<file path="src/rtl/uart_rx_oversampled.sv">
// uart_rx_oversampled: 8N1 UART receiver with 16x oversampling and a 3-sample majority vote
// per bit. It feeds the byte stream consumed by the transmit/echo controller.
//
// Optional build macro UART_RX_PARITY_EN adds a parity bit between the data bits and the
// stop bit, the PARITY_ODD parameter and the parity_error_o output.
//
// Ports:
//   CLK_i           system clock, all logic on its rising edge
//   Reset_i         synchronous, active-high reset
//   Rx_i            asynchronous serial input, idle high
//   data_o          last correctly received byte
//   data_ready_o    one-cycle pulse, data_o valid on the same cycle
//   frame_error_o   one-cycle pulse when the stop bit is sampled low
//   parity_error_o  (UART_RX_PARITY_EN only) one-cycle pulse on parity mismatch
//   busy_o          high from start-edge detection until the return to idle
module uart_rx_oversampled #(
  parameter int unsigned FREQUENCY  = 32'd50_000_000,
  parameter int unsigned SPEED      = 32'd9600,
  // Fixed at 16; the bit-phase logic below assumes a 4-bit oversample counter.
  parameter int unsigned OVERSAMPLE = 16,
`ifdef UART_RX_PARITY_EN
  parameter bit          PARITY_ODD = 1'b0,
`endif
  parameter int unsigned TICK_DIV   = FREQUENCY / (SPEED * OVERSAMPLE)
) (
  input  logic       CLK_i,
  input  logic       Reset_i,
  input  logic       Rx_i,
  output logic [7:0] data_o,
  output logic       data_ready_o,
  output logic       frame_error_o,
`ifdef UART_RX_PARITY_EN
  output logic       parity_error_o,
`endif
  output logic       busy_o
);

  localparam int unsigned TickW = (TICK_DIV > 1) ? $clog2(TICK_DIV) : 1;
  localparam logic [TickW-1:0] TickLast = TickW'(TICK_DIV - 1);

  typedef enum logic [2:0] {
    StIdle,
    StStart,
    StData,
`ifdef UART_RX_PARITY_EN
    StParity,
`endif
    StStop,
    StBreak
  } state_e;

  state_e state_q, state_d;

  // Input synchroniser and edge detector
  logic rx_meta_q, rx_s_q, rx_prev_q;
  logic fall;

  // Timing
  logic [TickW-1:0] tick_cnt_q, tick_cnt_d;
  logic [3:0]       os_cnt_q, os_cnt_d;
  logic [2:0]       bit_idx_q, bit_idx_d;
  logic             tick, decide, wrap;

  // Majority vote
  logic [1:0] samp_q, samp_d;
  logic       vote;

  // Data path
  logic [7:0] shift_q, shift_d;
  logic [7:0] data_q, data_d;
  logic       data_ready_q, frame_error_q;
  logic       ready_set, ferr_set;
`ifdef UART_RX_PARITY_EN
  logic       parity_bad_q, parity_bad_d;
  logic       parity_error_q;
  logic       perr_set;
`endif

  assign fall = rx_prev_q & ~rx_s_q;

  // Tick counter only runs outside idle, so it starts from zero on the start edge.
  assign tick = (state_q != StIdle) && (tick_cnt_q == TickLast);

  // os_cnt counts ticks elapsed in the current bit. The vote samples are taken on the
  // ticks that bring it to 7 and 8, and the decision on the tick that brings it to 9.
  assign decide = tick && (os_cnt_q == 4'd8);
  assign wrap   = tick && (os_cnt_q == 4'd15);

  assign vote = (samp_q[0] & samp_q[1]) | (samp_q[0] & rx_s_q) | (samp_q[1] & rx_s_q);

  // ---------------------------------------------------------------------------------------
  // FSM: state register
  // ---------------------------------------------------------------------------------------
  always_ff @(posedge CLK_i) begin
    if (Reset_i) begin
      state_q <= StIdle;
    end else begin
      state_q <= state_d;
    end
  end

  // ---------------------------------------------------------------------------------------
  // FSM: next state
  // ---------------------------------------------------------------------------------------
  always_comb begin
    state_d = state_q;
    unique case (state_q)
      StIdle: begin
        if (fall) state_d = StStart;
      end
      StStart: begin
        // A high vote means the start edge was a glitch.
        if (decide && vote)  state_d = StIdle;
        else if (wrap)       state_d = StData;
      end
      StData: begin
        if (wrap && (bit_idx_q == 3'd7)) begin
`ifdef UART_RX_PARITY_EN
          state_d = StParity;
`else
          state_d = StStop;
`endif
        end
      end
`ifdef UART_RX_PARITY_EN
      StParity: begin
        if (wrap) state_d = StStop;
      end
`endif
      StStop: begin
        // Leave at the decision; the rest of the stop bit is absorbed by idle.
        if (decide) state_d = vote ? StIdle : StBreak;
      end
      StBreak: begin
        if (tick && rx_s_q && (os_cnt_q == 4'd15)) state_d = StIdle;
      end
      default: state_d = StIdle;
    endcase
  end

  // ---------------------------------------------------------------------------------------
  // FSM: outputs
  // ---------------------------------------------------------------------------------------
  always_comb begin
    busy_o    = (state_q != StIdle);
    ready_set = 1'b0;
    ferr_set  = 1'b0;
`ifdef UART_RX_PARITY_EN
    perr_set  = 1'b0;
`endif
    if ((state_q == StStop) && decide) begin
      if (!vote) begin
        ferr_set = 1'b1;
      end else begin
`ifdef UART_RX_PARITY_EN
        perr_set  = parity_bad_q;
        ready_set = ~parity_bad_q;
`else
        ready_set = 1'b1;
`endif
      end
    end
  end

  // ---------------------------------------------------------------------------------------
  // Counters, vote samples and data path next state
  // ---------------------------------------------------------------------------------------
  always_comb begin
    tick_cnt_d = tick_cnt_q;
    os_cnt_d   = os_cnt_q;
    bit_idx_d  = bit_idx_q;
    samp_d     = samp_q;
    shift_d    = shift_q;
    data_d     = data_q;
`ifdef UART_RX_PARITY_EN
    parity_bad_d = parity_bad_q;
`endif

    if (state_q == StIdle) begin
      tick_cnt_d = '0;
    end else if (tick) begin
      tick_cnt_d = '0;
    end else begin
      tick_cnt_d = tick_cnt_q + 1'b1;
    end

    // Every state change happens either at a bit wrap or where the phase must restart.
    if (state_d != state_q) begin
      os_cnt_d = 4'd0;
    end else if (state_q == StBreak) begin
      // Counts consecutive high ticks; any low sample restarts the count.
      if (!rx_s_q)   os_cnt_d = 4'd0;
      else if (tick) os_cnt_d = os_cnt_q + 4'd1;
    end else if (tick) begin
      os_cnt_d = os_cnt_q + 4'd1;
    end

    if (state_q != StData) begin
      bit_idx_d = 3'd0;
    end else if (wrap) begin
      bit_idx_d = bit_idx_q + 3'd1;
    end

    if (tick && (os_cnt_q == 4'd6)) samp_d[0] = rx_s_q;
    if (tick && (os_cnt_q == 4'd7)) samp_d[1] = rx_s_q;

    // LSB first: each new bit enters at the top and shifts down.
    if ((state_q == StData) && decide) shift_d = {vote, shift_q[7:1]};

`ifdef UART_RX_PARITY_EN
    if (state_q == StIdle) begin
      parity_bad_d = 1'b0;
    end else if ((state_q == StParity) && decide) begin
      parity_bad_d = ((^shift_q) ^ vote) != PARITY_ODD;
    end
`endif

    if (ready_set) data_d = shift_q;
  end

  always_ff @(posedge CLK_i) begin
    if (Reset_i) begin
      rx_meta_q     <= 1'b1;
      rx_s_q        <= 1'b1;
      rx_prev_q     <= 1'b1;
      tick_cnt_q    <= '0;
      os_cnt_q      <= 4'd0;
      bit_idx_q     <= 3'd0;
      samp_q        <= 2'b00;
      shift_q       <= 8'h00;
      data_q        <= 8'h00;
      data_ready_q  <= 1'b0;
      frame_error_q <= 1'b0;
`ifdef UART_RX_PARITY_EN
      parity_bad_q   <= 1'b0;
      parity_error_q <= 1'b0;
`endif
    end else begin
      rx_meta_q     <= Rx_i;
      rx_s_q        <= rx_meta_q;
      rx_prev_q     <= rx_s_q;
      tick_cnt_q    <= tick_cnt_d;
      os_cnt_q      <= os_cnt_d;
      bit_idx_q     <= bit_idx_d;
      samp_q        <= samp_d;
      shift_q       <= shift_d;
      data_q        <= data_d;
      data_ready_q  <= ready_set;
      frame_error_q <= ferr_set;
`ifdef UART_RX_PARITY_EN
      parity_bad_q   <= parity_bad_d;
      parity_error_q <= perr_set;
`endif
    end
  end

  assign data_o        = data_q;
  assign data_ready_o  = data_ready_q;
  assign frame_error_o = frame_error_q;
`ifdef UART_RX_PARITY_EN
  assign parity_error_o = parity_error_q;
`endif

endmodule

</file>
<file path="config.mk">
export PLATFORM = sky130hd
export DESIGN_NAME = uart_rx_oversampled
export DESIGN_NICKNAME = d
export VERILOG_FILES = /design/src/rtl/uart_rx_oversampled.sv
export SDC_FILE = /design/constraint.sdc
export NUM_CORES = 1
export LEC_CHECK = 0
export ABC_AREA = 1
export BUFFER_PORTS_ARGS = -buffer_cell sky130_fd_sc_hd__buf_2
export CORE_ASPECT_RATIO = 0.9
export CORE_MARGIN = 3
export CORE_UTILIZATION = 50
export CTS_BUF_LIST = sky130_fd_sc_hd__clkbuf_4
export DETAILED_ROUTE_END_ITERATION = 7
export GPL_ROUTABILITY_DRIVEN = 0
export PLACE_DENSITY = 0.82
export SLEW_MARGIN = 10
export SYNTH_ARGS = -nofsm -noshare
export SYNTH_HDL_FRONTEND = slang
export SYNTH_SLANG_ARGS = --single-unit
</file>
<file path="constraint.sdc">
create_clock -name CLK_i -period 1.6 [get_ports CLK_i]
set_input_delay 0.24 -clock CLK_i [delete_from_list [all_inputs] [get_ports CLK_i]]
set_output_delay 0.24 -clock CLK_i [all_outputs]
set_load 0.02 [all_outputs]
</file>
# After elaboration in Yosys (flattened, before gate mapping)
# Cells that the tools add are included.
word_totals:
  reg_bits: 42
  inputBits: 3
classes:
  n_addsub: 3
  n_eq_ne: 12
  muxes: 14
  n_bitwise: 8
  reduce_logical: 17
ops:
  columns: ["op", "count"]
  rows:
  - ["2-to-1 mux 3 bit", 7]
  - ["case mux 3 bit (5 select lines)", 1]
  - ["2-to-1 mux 4 bit", 3]
  - ["logical AND 1 bit", 11]
  - ["adder 9 x 1 -> 9 bit (second input constant)", 1]
  - ["equality test 9 bit (second input constant)", 1]
  - ["equality test 4 x 3 -> 1 bit (second input constant)", 2]
  - ["equality test 4 bit (second input constant)", 2]
  - ["equality test 3 x 2 -> 1 bit (second input constant)", 2]
  - ["equality test 3 bit (second input constant)", 2]
  - ["OR reduction 2 bit", 3]
  - ["adder 4 x 1 -> 4 bit (second input constant)", 1]
  - ["AND 1 bit", 4]
  - ["adder 3 x 1 -> 3 bit (second input constant)", 1]
  - ["equality test 3 x 1 -> 1 bit (second input constant)", 1]
  - ["logical NOT 3 bit", 1]
  - ["2-to-1 mux 1 bit", 3]
  - ["inequality test 3 x 2 -> 1 bit (second input constant)", 1]
  - ["inequality test 3 bit", 1]
  - ["nonzero test 3 bit", 1]
  - ["OR reduction 3 bit", 1]
  - ["NOT 1 bit", 2]
  - ["OR 1 bit", 2]

# Depth between registers and ports, before layout
# Gate-level depths: netlist of run 1.
depth:
  ltp_word: 8
  ltp_mapped: 14
  depth_no_buf: 14

# Worst setup path after synthesis of run 1
# OpenSTA, ideal clock, no wires.
synth_timing:
  path_kind: "reg2reg"
  startpoint: "reg tick_cnt_q[0]"
  endpoint: "reg os_cnt_q[1]"
  setup_ps: 62
  t_arrival_ps: 1493
  required_time_ps: 1538
  path_slack_ps: 44
  stages_incl_launch_ff: 15
  path_cell_list: "dfxtp_1 inv_1 ha_1 nand2_1 clkinv_1 nand2_2 nor2_8 nand3_2 inv_2 buf_4 a21oi_1 nand2_1 inv_1 nand2_4 nor2_2"
synth_via:
  elab_chain_len: 8
  elab_cells_between_ends: 19
  cone_classes: "eq/ne: 2; mux: 9; reduce/logical: 8"
synth_rtl:
  columns: ["element", "line", "source"]
  rows:
  - ["start, declared", "59", "logic [TickW-1:0] tick_cnt_q, tick_cnt_d;"]
  - ["start signal, assigned", "242", "tick_cnt_q <= tick_cnt_d;"]
  - ["equality test 9 bit (*)", "82", "assign tick = (state_q != StIdle) && (tick_cnt_q == TickLast);"]
  - ["logical AND 1 bit (*)", "82", null]
  - ["logical AND 1 bit (on tied branches)", "87, 135, 86", null]
  - ["2-to-1 mux 3 bit (tied with other cells)", "114", "else if (wrap) state_d = StData;"]
  - ["2-to-1 mux 3 bit (on tied branches)", "113, 117, 135", null]
  - ["case mux 3 bit (5 select lines)", "107", "unique case (state_q)"]
  - ["inequality test 3 bit", "188", "if (state_d != state_q) begin"]
  - ["OR reduction 2 bit (no line)", null, null]
  - ["end signal, assigned", "243", "os_cnt_q <= os_cnt_d;"]
  - ["end, declared", "60", "logic [3:0] os_cnt_q, os_cnt_d;"]
# Every way passes the cells marked *; elsewhere a longest branch is shown, timed or not.
# A chain may end at the register's enable or synchronous reset.

# Worst setup path in the final report of run 1
layout_timing:
  startpoint: "reg tick_cnt_q[1]"
  endpoint: "reg bit_idx_q[0]"
layout_via:
  elab_chain_len: 3
layout_rtl:
  columns: ["element", "line", "source"]
  rows:
  - ["equality test 9 bit", "82", null]
  - ["logical AND 1 bit", "82", null]
  - ["logical AND 1 bit", "87", "assign wrap = tick && (os_cnt_q == 4'd15);"]
  - ["end signal, assigned", "244", "bit_idx_q <= bit_idx_d;"]
  - ["end, declared", "61", "logic [2:0] bit_idx_q, bit_idx_d;"]
# No other way between the ends.

==> implementation parameters, run 1 <==
Parameter                              Value

Outcome
  Outcome ... finished, violations left
  Violations in the final reports ... setup timing

Floorplan
  Number of top-level design ports ... 14
  Cell Rows ... 20
  DIE HEIGHT ... 65.2 µm
  Starting utilization of the core area ... 54.9%
  CORE AREA ... 3550 µm²
  Die area ... 4680 µm²
  Die width ... 71.8 µm

Power and ir drop
  Pwr/cell area ... 755 nW/µm²
  Static Leak ... 1.07 nW
  Maximum ir drop on the vdd rail ... 589 µV

Timing
  Upper clock frequency limit ... 598 MHz
  Tightest slew margin relative to the limit ... 77.6%
  Final setup fails ... 19
  Final TNS setup ... -0.547 ns
  Ratio of final minimum period to clock period ... 105%
  Endpoints failing hold ... 0
  RSZ-0062 raised after global routing ... true
  Tightest hold margin ... 0.0357 ns
  Clock period minus final worst setup slack ... 1.67 ns
  Final setup skew ... 0.0104 ns
  Final Slew Violations ... 0
  Setup WS post-layout ... -0.0730 ns
  Worst Tran Pin Value ... 0.333 ns

Clocking
  TritonCTS clock tree ... built
  CTS root buf ... clkbuf_4
  Clock insertion delay at the later pin of the skew report ... 0.38 ns
  Clock buffer depth ... 2
  Number of sinks handled by clock tree synthesis ... 42
  Number of buffers added by the clock tree synthesis step ... 5
  Clock slew at the register clock pins of the worst setup and hold paths ... 0.12 ns
  H-Tree Depth ... 2

Routing
  Detailed-route vias per instance ... 5.31
  Antenna-violating nets left ... 0
  Number of DRC markers in iteration 0 ... 105
  Total vias in the final route ... 1,774
  Total wire length after detailed routing ... 4.60 mm
  Wire length per cell ... 13.8 µm
  Total iterations of the first detailed-routing run ... 6
  Drt drc ... 0

Critical path
  Cells on worst reg2reg path ... 11
  Classification of the worst setup path ... reg -> reg
  Required time at the worst-slack endpoint ... 1.92 ns
  Endpoint of the lowest-slack register-to-register path ... bit_idx_q[0]
  Slowest stage delay, CP ... 0.35 ns
  Worst r2r src ... tick_cnt_q[1]
  R2r setup slk ... -0.07 ns
  Crit Path Max Fanout ... 6
  Most common cell on crit path ... inv_2
  Setup crit end kind ... register
  Startpoint Class ... register
  Arrival time at the worst endpoint ... 1.99 ns
  Cell breakdown of the critical path ... inv_2, ha_4, nand2_2, clkinv_2, nand2_4, nor2_8, nand2_8, nor3_4, inv_2, or2_0, a21oi_1
  CP max stage cell ... dfxtp_2

Worst hold path
  Hold Crit Endpoint ... rx_meta_q
  Hold Crit Start ... Rx_i
  Worst hold path cell count ... 2
  Type of the most critical hold path ... in -> reg

Synth
  Post-Syn Nets ... 262
  Share of synthesized area occupied by flip-flops and latches ... 43.1%
  Seq cells post-synth ... 42
  Count of unique library cells instantiated by Yosys ... 31
  Number of standard cells after synthesis ... 252
  Synth warn ... 0
  Mapped Area ... 1950 µm²
  Syn_area_per_cell ... 7.74 µm²

Global routing
  Maximum number of pins on one net before global-route repair ... 15
  Number of antenna violations at the first check in global routing ... 0
  Overflow left after global routing ... 0
  Vias in the first global route ... 1,752
  Global-route wire length before repair ... 7.74 mm
  Global-route total usage across every layer ... 21.2%

Final layout
  Final Core Density ... 68.7%
  Syn-to-layout area delta ... 25.3%
  Number of nets at the end of the flow ... 299
  ANT cells ... 0
  Share of cells above drive strength 1 ... 32.1%
  Final instance area ... 2440 µm²

Placed design
  Worst setup slack before clock tree synthesis ... -0.0531 ns
  Placed cell areas ... 2160 µm²
  Post-detailed-placement half-perimeter wirelength ... 2.96 mm
  Number of port buffers ... 13

Flow run
  Count of maximum capacitance violations ... 0
==> cells in the mapped netlist <==
library cell / instances / area share [%]
a21oi_1: 17 / 4.4
a31oi_1: 2 / 0.64
buf_4: 1 / 0.39
clkbuf_1: 3 / 0.58
clkinv_1: 2 / 0.39
dfxtp_1: 42 / 43
ha_1: 7 / 4.5
inv_1: 26 / 5.0
inv_2: 3 / 0.58
nand2_1: 38 / 7.3
nand2_2: 6 / 1.9
nand2_4: 3 / 1.7
nand3_1: 22 / 5.6
nand3_2: 3 / 1.5
nand3b_1: 1 / 0.39
nand4_1: 2 / 0.64
nand4_2: 2 / 1.3
nor2_1: 35 / 6.7
nor2_2: 6 / 1.9
nor2_4: 2 / 1.2
nor2_8: 1 / 1.0
nor3_1: 6 / 1.5
nor3_4: 1 / 0.83
nor3b_1: 1 / 0.39
nor4_1: 1 / 0.32
o211ai_1: 1 / 0.39
o21ai_0: 10 / 2.6
or2_0: 1 / 0.32
or2_2: 3 / 0.96
xnor2_1: 1 / 0.45
xor2_1: 3 / 1.3
==> state kept, by name, indices dropped and copies added (netlist names), 2 cells and up <==
name / count
bit_idx_q: 3
data_o: 8
os_cnt_q: 4
samp_q: 2
shift_q: 8
state_q: 3
tick_cnt_q: 9
==> routing by layer <==
| layer | vias up | part of all wire (%) | track usage [%] | wire, µm |
|---|---|---|---|---|
| met1 | 819 | 43 | 26.4 | 2000 |
| met3 | 10 | 5.8 | 6.27 | 269 |
| met2 | 53 | 49 | 34.4 | 2250 |
| met4 | 0 | 1.8 | 8.69 | 82 |
| li1 | 892 | - | - | - |
| met5 | - | 0 | 0 | 0 |
==> what timing repair did <==
| item | CTS | global route |
|---|---|---|
| setup buffers | 8 | 0 |
| pin swaps | 12 | 2 |
| hold buffers | 0 | 0 |
| resized for setup | 21 | 15 |
| setup endpoints to repair | 19 | 39 |
==> area by class of cell <==
cell class	count	area, µm²
clock buffers	5	37.5
clock inverters	3	43.8
fillers	271	1110
inverters	31	120
multi-input cells	175	1100
flip-flops and latches	42	843
well taps	44	55.1
repair buffers	34	243
==> where the power goes <==
part | switching, W | total (W) | internal, W
sequential | 0.00000487 | 0.00106 | 0.00105
combinational | 0.0000502 | 0.0000778 | 0.0000276
clock | 0.000378 | 0.000709 | 0.000332
==> critical path: cells and delay by family, from the launching register on <==
family                     cells  cell delay, ns
adders and majority gates      1            0.13
buffers and inverters          3            0.19
AOI/OAI and AO/OA              1            0.12
DFF                            1            0.35
and+or+nand+nor                6            0.82
==> how the worst max path moves through the flow <==
stage                  start  slack, ns           end  cells past startpoint
4_1_cts        tick_cnt_q[1]      -0.05  bit_idx_q[0]                     11
3_3_place_gp   tick_cnt_q[1]       0.04   os_cnt_q[1]                     13
6_report       tick_cnt_q[1]      -0.07  bit_idx_q[0]                     11
2_1_floorplan  tick_cnt_q[0]       0.04   os_cnt_q[1]                     14
5_1_grt        tick_cnt_q[1]      -0.21   os_cnt_q[1]                     13
3_5_place_dp   tick_cnt_q[1]      -0.05   os_cnt_q[1]                     14
==> cells in the final DEF, fill, tap and decap left out, drive strengths merged <==
| master | n |
|---|---|
| nand2 | 47 |
| nor2 | 44 |
| dfxtp | 42 |
| buf | 34 |
| inv | 30 |
| nand3 | 25 |
| a21oi | 17 |
| o21ai | 10 |
| ha | 7 |
| nor3 | 7 |
| clkbuf | 5 |
| or2 | 4 |
| nand4 | 4 |
| xor2 | 3 |
| clkinv | 3 |
| a31oi | 2 |
| nand3b | 1 |
| nor3b | 1 |
| nor4 | 1 |
| xnor2 | 1 |
| o211ai | 1 |
| bufinv | 1 |
==> per-stage QoR <==
step | total power (W) | instances
global placement | 0.00114 | 318
global route | 0.00191 | 334
finish | 0.00184 | 334
CTS | 0.00184 | 334
detailed placement | 0.00115 | 318
floorplan | 0.00113 | 252
==> cells by family (layout without fill, tap and decap cells) <==
kind of cell | after synthesis | in the layout | synth area share, %
AOI/OAI and AO/OA | 30 | 30 | 7.96
xor gates and xnor gates | 4 | 4 | 1.80
adders and majority gates | 7 | 7 | 4.49
buffers and inverters | 35 | 73 | 6.93
DFF | 42 | 42 | 43.1
and+or+nand+nor | 134 | 134 | 35.7
(Power assumes the default switching activity.)
==> run 2, diff against run 1 <==
Settings changed: RECOVER_POWER set to 50.
==> run 2 against run 1 <==
The flow still finishes with violations (setup timing). Total power fell by 0.58%. Non-clock buffer count did not move. Clock power fell by 1%. Wire length fell by 0.59%. Critical endpoint unchanged.
==> implementation parameters, run 2 (synthesized netlist as in run 1, its figures left out) <==
Parameter                              Value

Routing
  Drt drc ... 0 (unchanged)
  Met3 routed wirelength ... 247 µm (was 269 µm)
  Wire length per cell ... 13.7 µm (was 13.8 µm)
  Routed length on met2 ... 2.24 mm (was 2.25 mm)
  Antenna-violating nets left ... 0 (unchanged)
  Top layer used by detailed routing ... met4 (unchanged)
  Detailed-route vias per instance ... 5.27 (was 5.31)
  Number of DRC markers in iteration 0 ... 94 (was 105)
  Total vias in the final route ... 1,761 (was 1,774)
  Total iterations of the first detailed-routing run ... 4 (was 6)
  Total wire length after detailed routing ... 4.57 mm (was 4.60 mm)
  Routed met1 length ... 1.99 mm (was 2.00 mm)

Timing
  Final setup skew ... 0.00559 ns (was 0.0104 ns)
  Final TNS setup ... -0.624 ns (was -0.547 ns)
  Tightest hold margin ... 0.0424 ns (was 0.0357 ns)
  RSZ-0062 raised after global routing ... true (unchanged)
  Worst Tran Pin Value ... 0.331 ns (was 0.333 ns)
  Upper clock frequency limit ... 597 MHz (was 598 MHz)
  Setup WS post-layout ... -0.0750 ns (was -0.0730 ns)
  Final setup fails ... 20 (was 19)
  Clock period minus final worst setup slack ... 1.67 ns (about the same)
  Ratio of final minimum period to clock period ... 105% (about the same)
  Tightest slew margin relative to the limit ... 77.7% (was 77.6%)
  Endpoints failing hold ... 0 (unchanged)
  Final Slew Violations ... 0 (unchanged)

Power and ir drop
  Clk pwr share ... 38.1% (was 38.5%)
  Power after layout ... 0.00183 W (was 0.00184 W)
  Internal ... 0.00141 W (about the same)
  Static Leak ... 1.06 nW (was 1.07 nW)
  Combinational share of power ... 4.2% (about the same)
  Sequential power share ... 57.6% (was 57.3%)
  Switching power of the nets ... 0.000422 W (was 0.000433 W)
  Pwr/cell area ... 752 nW/µm² (was 755 nW/µm²)
  Switching share of power ... 23.0% (was 23.5%)
  Maximum ir drop on the vdd rail ... 573 µV (was 589 µV)

Clocking
  Clock buffer depth ... 2 (unchanged)
  Clock slew at the register clock pins of the worst setup and hold paths ... 0.12 ns (about the same)
  Number of buffers added by the clock tree synthesis step ... 5 (unchanged)
  CTS root buf ... clkbuf_4 (unchanged)
  TritonCTS clock tree ... built (unchanged)
  CTS hold repair buffers ... 0 (unchanged)
  Clock insertion delay at the later pin of the skew report ... 0.37 ns (was 0.38 ns)
  Number of sinks handled by clock tree synthesis ... 42 (unchanged)
  H-Tree Depth ... 2 (unchanged)

Critical path
  Setup crit end kind ... register (unchanged)
  Cells on worst reg2reg path ... 11 (unchanged)
  Classification of the worst setup path ... reg -> reg (unchanged)
  Critical Path Sink ... bit_idx_q[0] (unchanged)
  Arrival time at the worst endpoint ... 1.98 ns (was 1.99 ns)
  CP max stage cell ... dfxtp_2 (unchanged)
  Worst r2r src ... tick_cnt_q[1] (unchanged)
  Cell breakdown of the critical path ... inv_2, ha_4, nand2_2, clkinv_2, nand2_4, nor2_8, nand2_8, nor3_4, inv_2, or2_0, a21oi_1 (unchanged)
  R2r setup slk ... -0.07 ns (about the same)
  Worst setup startpoint ... tick_cnt_q[1] (unchanged)
  Required time at the worst-slack endpoint ... 1.91 ns (was 1.92 ns)
  Startpoint Class ... register (unchanged)
  Most common cell on crit path ... inv_2 (unchanged)
  Crit Path Max Fanout ... 6 (unchanged)
  Endpoint of the lowest-slack register-to-register path ... bit_idx_q[0] (unchanged)
  Slowest stage delay, CP ... 0.35 ns (about the same)

Worst hold path
  Worst hold path cell count ... 2 (unchanged)
  Type of the most critical hold path ... in -> reg (unchanged)

Outcome
  Outcome ... finished, violations left (unchanged)
  Violations in the final reports ... setup timing (unchanged)

Final layout
  Share of cells above drive strength 1 ... 30.7% (was 32.1%)
  Flip-flop count of the largest register after layout ... 9 (unchanged)
  Most frequent cells in the layout ... dfxtp_1, nand2_1, nor2_1, inv_1, nand3_1 (unchanged)
  Register ranked first by flip-flop count ... tick_cnt_q (unchanged)
  Syn-to-layout area delta ... 25.0% (was 25.3%)
  ANT cells ... 0 (unchanged)
  Most common cell after layout, fill and taps aside ... dfxtp_1 (unchanged)
  Number of nets at the end of the flow ... 299 (unchanged)

Placed design
  Number of port buffers ... 13 (unchanged)
  Worst setup slack before clock tree synthesis ... -0.0531 ns (unchanged)
  Post-detailed-placement half-perimeter wirelength ... 2.96 mm (unchanged)

Floorplan
  Die area ... 4680 µm² (unchanged)
  Cell Rows ... 20 (unchanged)
  Number of top-level design ports ... 14 (unchanged)
  Starting utilization of the core area ... 54.9% (unchanged)
  CORE AREA ... 3550 µm² (unchanged)
  DIE HEIGHT ... 65.2 µm (unchanged)
  Die width ... 71.8 µm (unchanged)

Global routing
  Global-route total usage across every layer ... 21.2% (unchanged)
  Overflow left after global routing ... 0 (unchanged)
  Global-route wire length before repair ... 7.74 mm (unchanged)
  Maximum number of pins on one net before global-route repair ... 15 (unchanged)
  Number of antenna violations at the first check in global routing ... 0 (unchanged)
  Vias in the first global route ... 1,752 (unchanged)

Flow run
  Count of maximum capacitance violations ... 0 (unchanged)
==> run 2: cell types whose count changed in the layout (fill, tap and decap cells not counted) <==
cell | previous run | this run
buf_2 | 13 | 9
clkbuf_1 | 0 | 4
==> run 2: repair_timing <==
action,CTS,global route
resized for setup,21,15
cloned,0,0
setup buffers,8,0
pin swaps,12,2
setup endpoints to repair,19,39
==> run 2: cell type report <==
| type | instances | area [µm²] |
|---|---|---|
| fill | 275 | 1120 |
| multi-input combinational | 175 | 1100 |
| sequential | 42 | 843 |
| timing repair buffer | 34 | 238 |
| inverter | 31 | 120 |
| tap | 44 | 55.1 |
| clock inverter | 3 | 43.8 |
| clock buffer | 5 | 37.5 |
==> run 2: critical path: cells and delay by family (launching register included) <==
family,cells,cell delay [ns]
simple gates,6,0.82
flops,1,0.35
buf+inv,3,0.19
fa+ha+maj,1,0.13
compound gates,1,0.12
==> run 2: how the worst min path moves through the flow <==
stage / start / end / slack (ns)
after floorplan: Rx_i / rx_meta_q / 0.34
after global placement: rx_meta_q / rx_s_q / 0.40
after detailed placement: rx_meta_q / rx_s_q / 0.40
after CTS: Rx_i / rx_meta_q / 0.03
after global routing: Rx_i / rx_meta_q / 0.02
final: Rx_i / rx_meta_q / 0.04
==> run 2: routing by layer <==
layer  up-vias  global-route usage (%)
li1        889                       -
met1       806                    26.4
met2        55                    34.4
met3        11                    6.27
met4         0                    8.69
met5         -                       0
==> run 2: power by group through the flow <==
stage	sequential (W)	clock [W]	combinational [W]
global placement	0.00108	0	0.0000672
global route	0.00106	0.000764	0.0000865
CTS	0.00105	0.000712	0.0000728
floorplan	0.00108	0	0.0000485
detailed placement	0.00108	0	0.0000685
finish	0.00106	0.000699	0.0000776
==> run 2: stage by stage <==
| step | cell area [µm²] | std cells | utilization, % |
|---|---|---|---|
| 2_1_floorplan | 1950 | 252 | - |
| 3_3_place_gp | 2160 | 318 | 60.8 |
| 3_5_place_dp | 2160 | 318 | 60.8 |
| 4_1_cts | 2370 | 334 | 66.7 |
| 5_1_grt | 2440 | 334 | 68.6 |
| 6_report | 2440 | 334 | 68.6 |
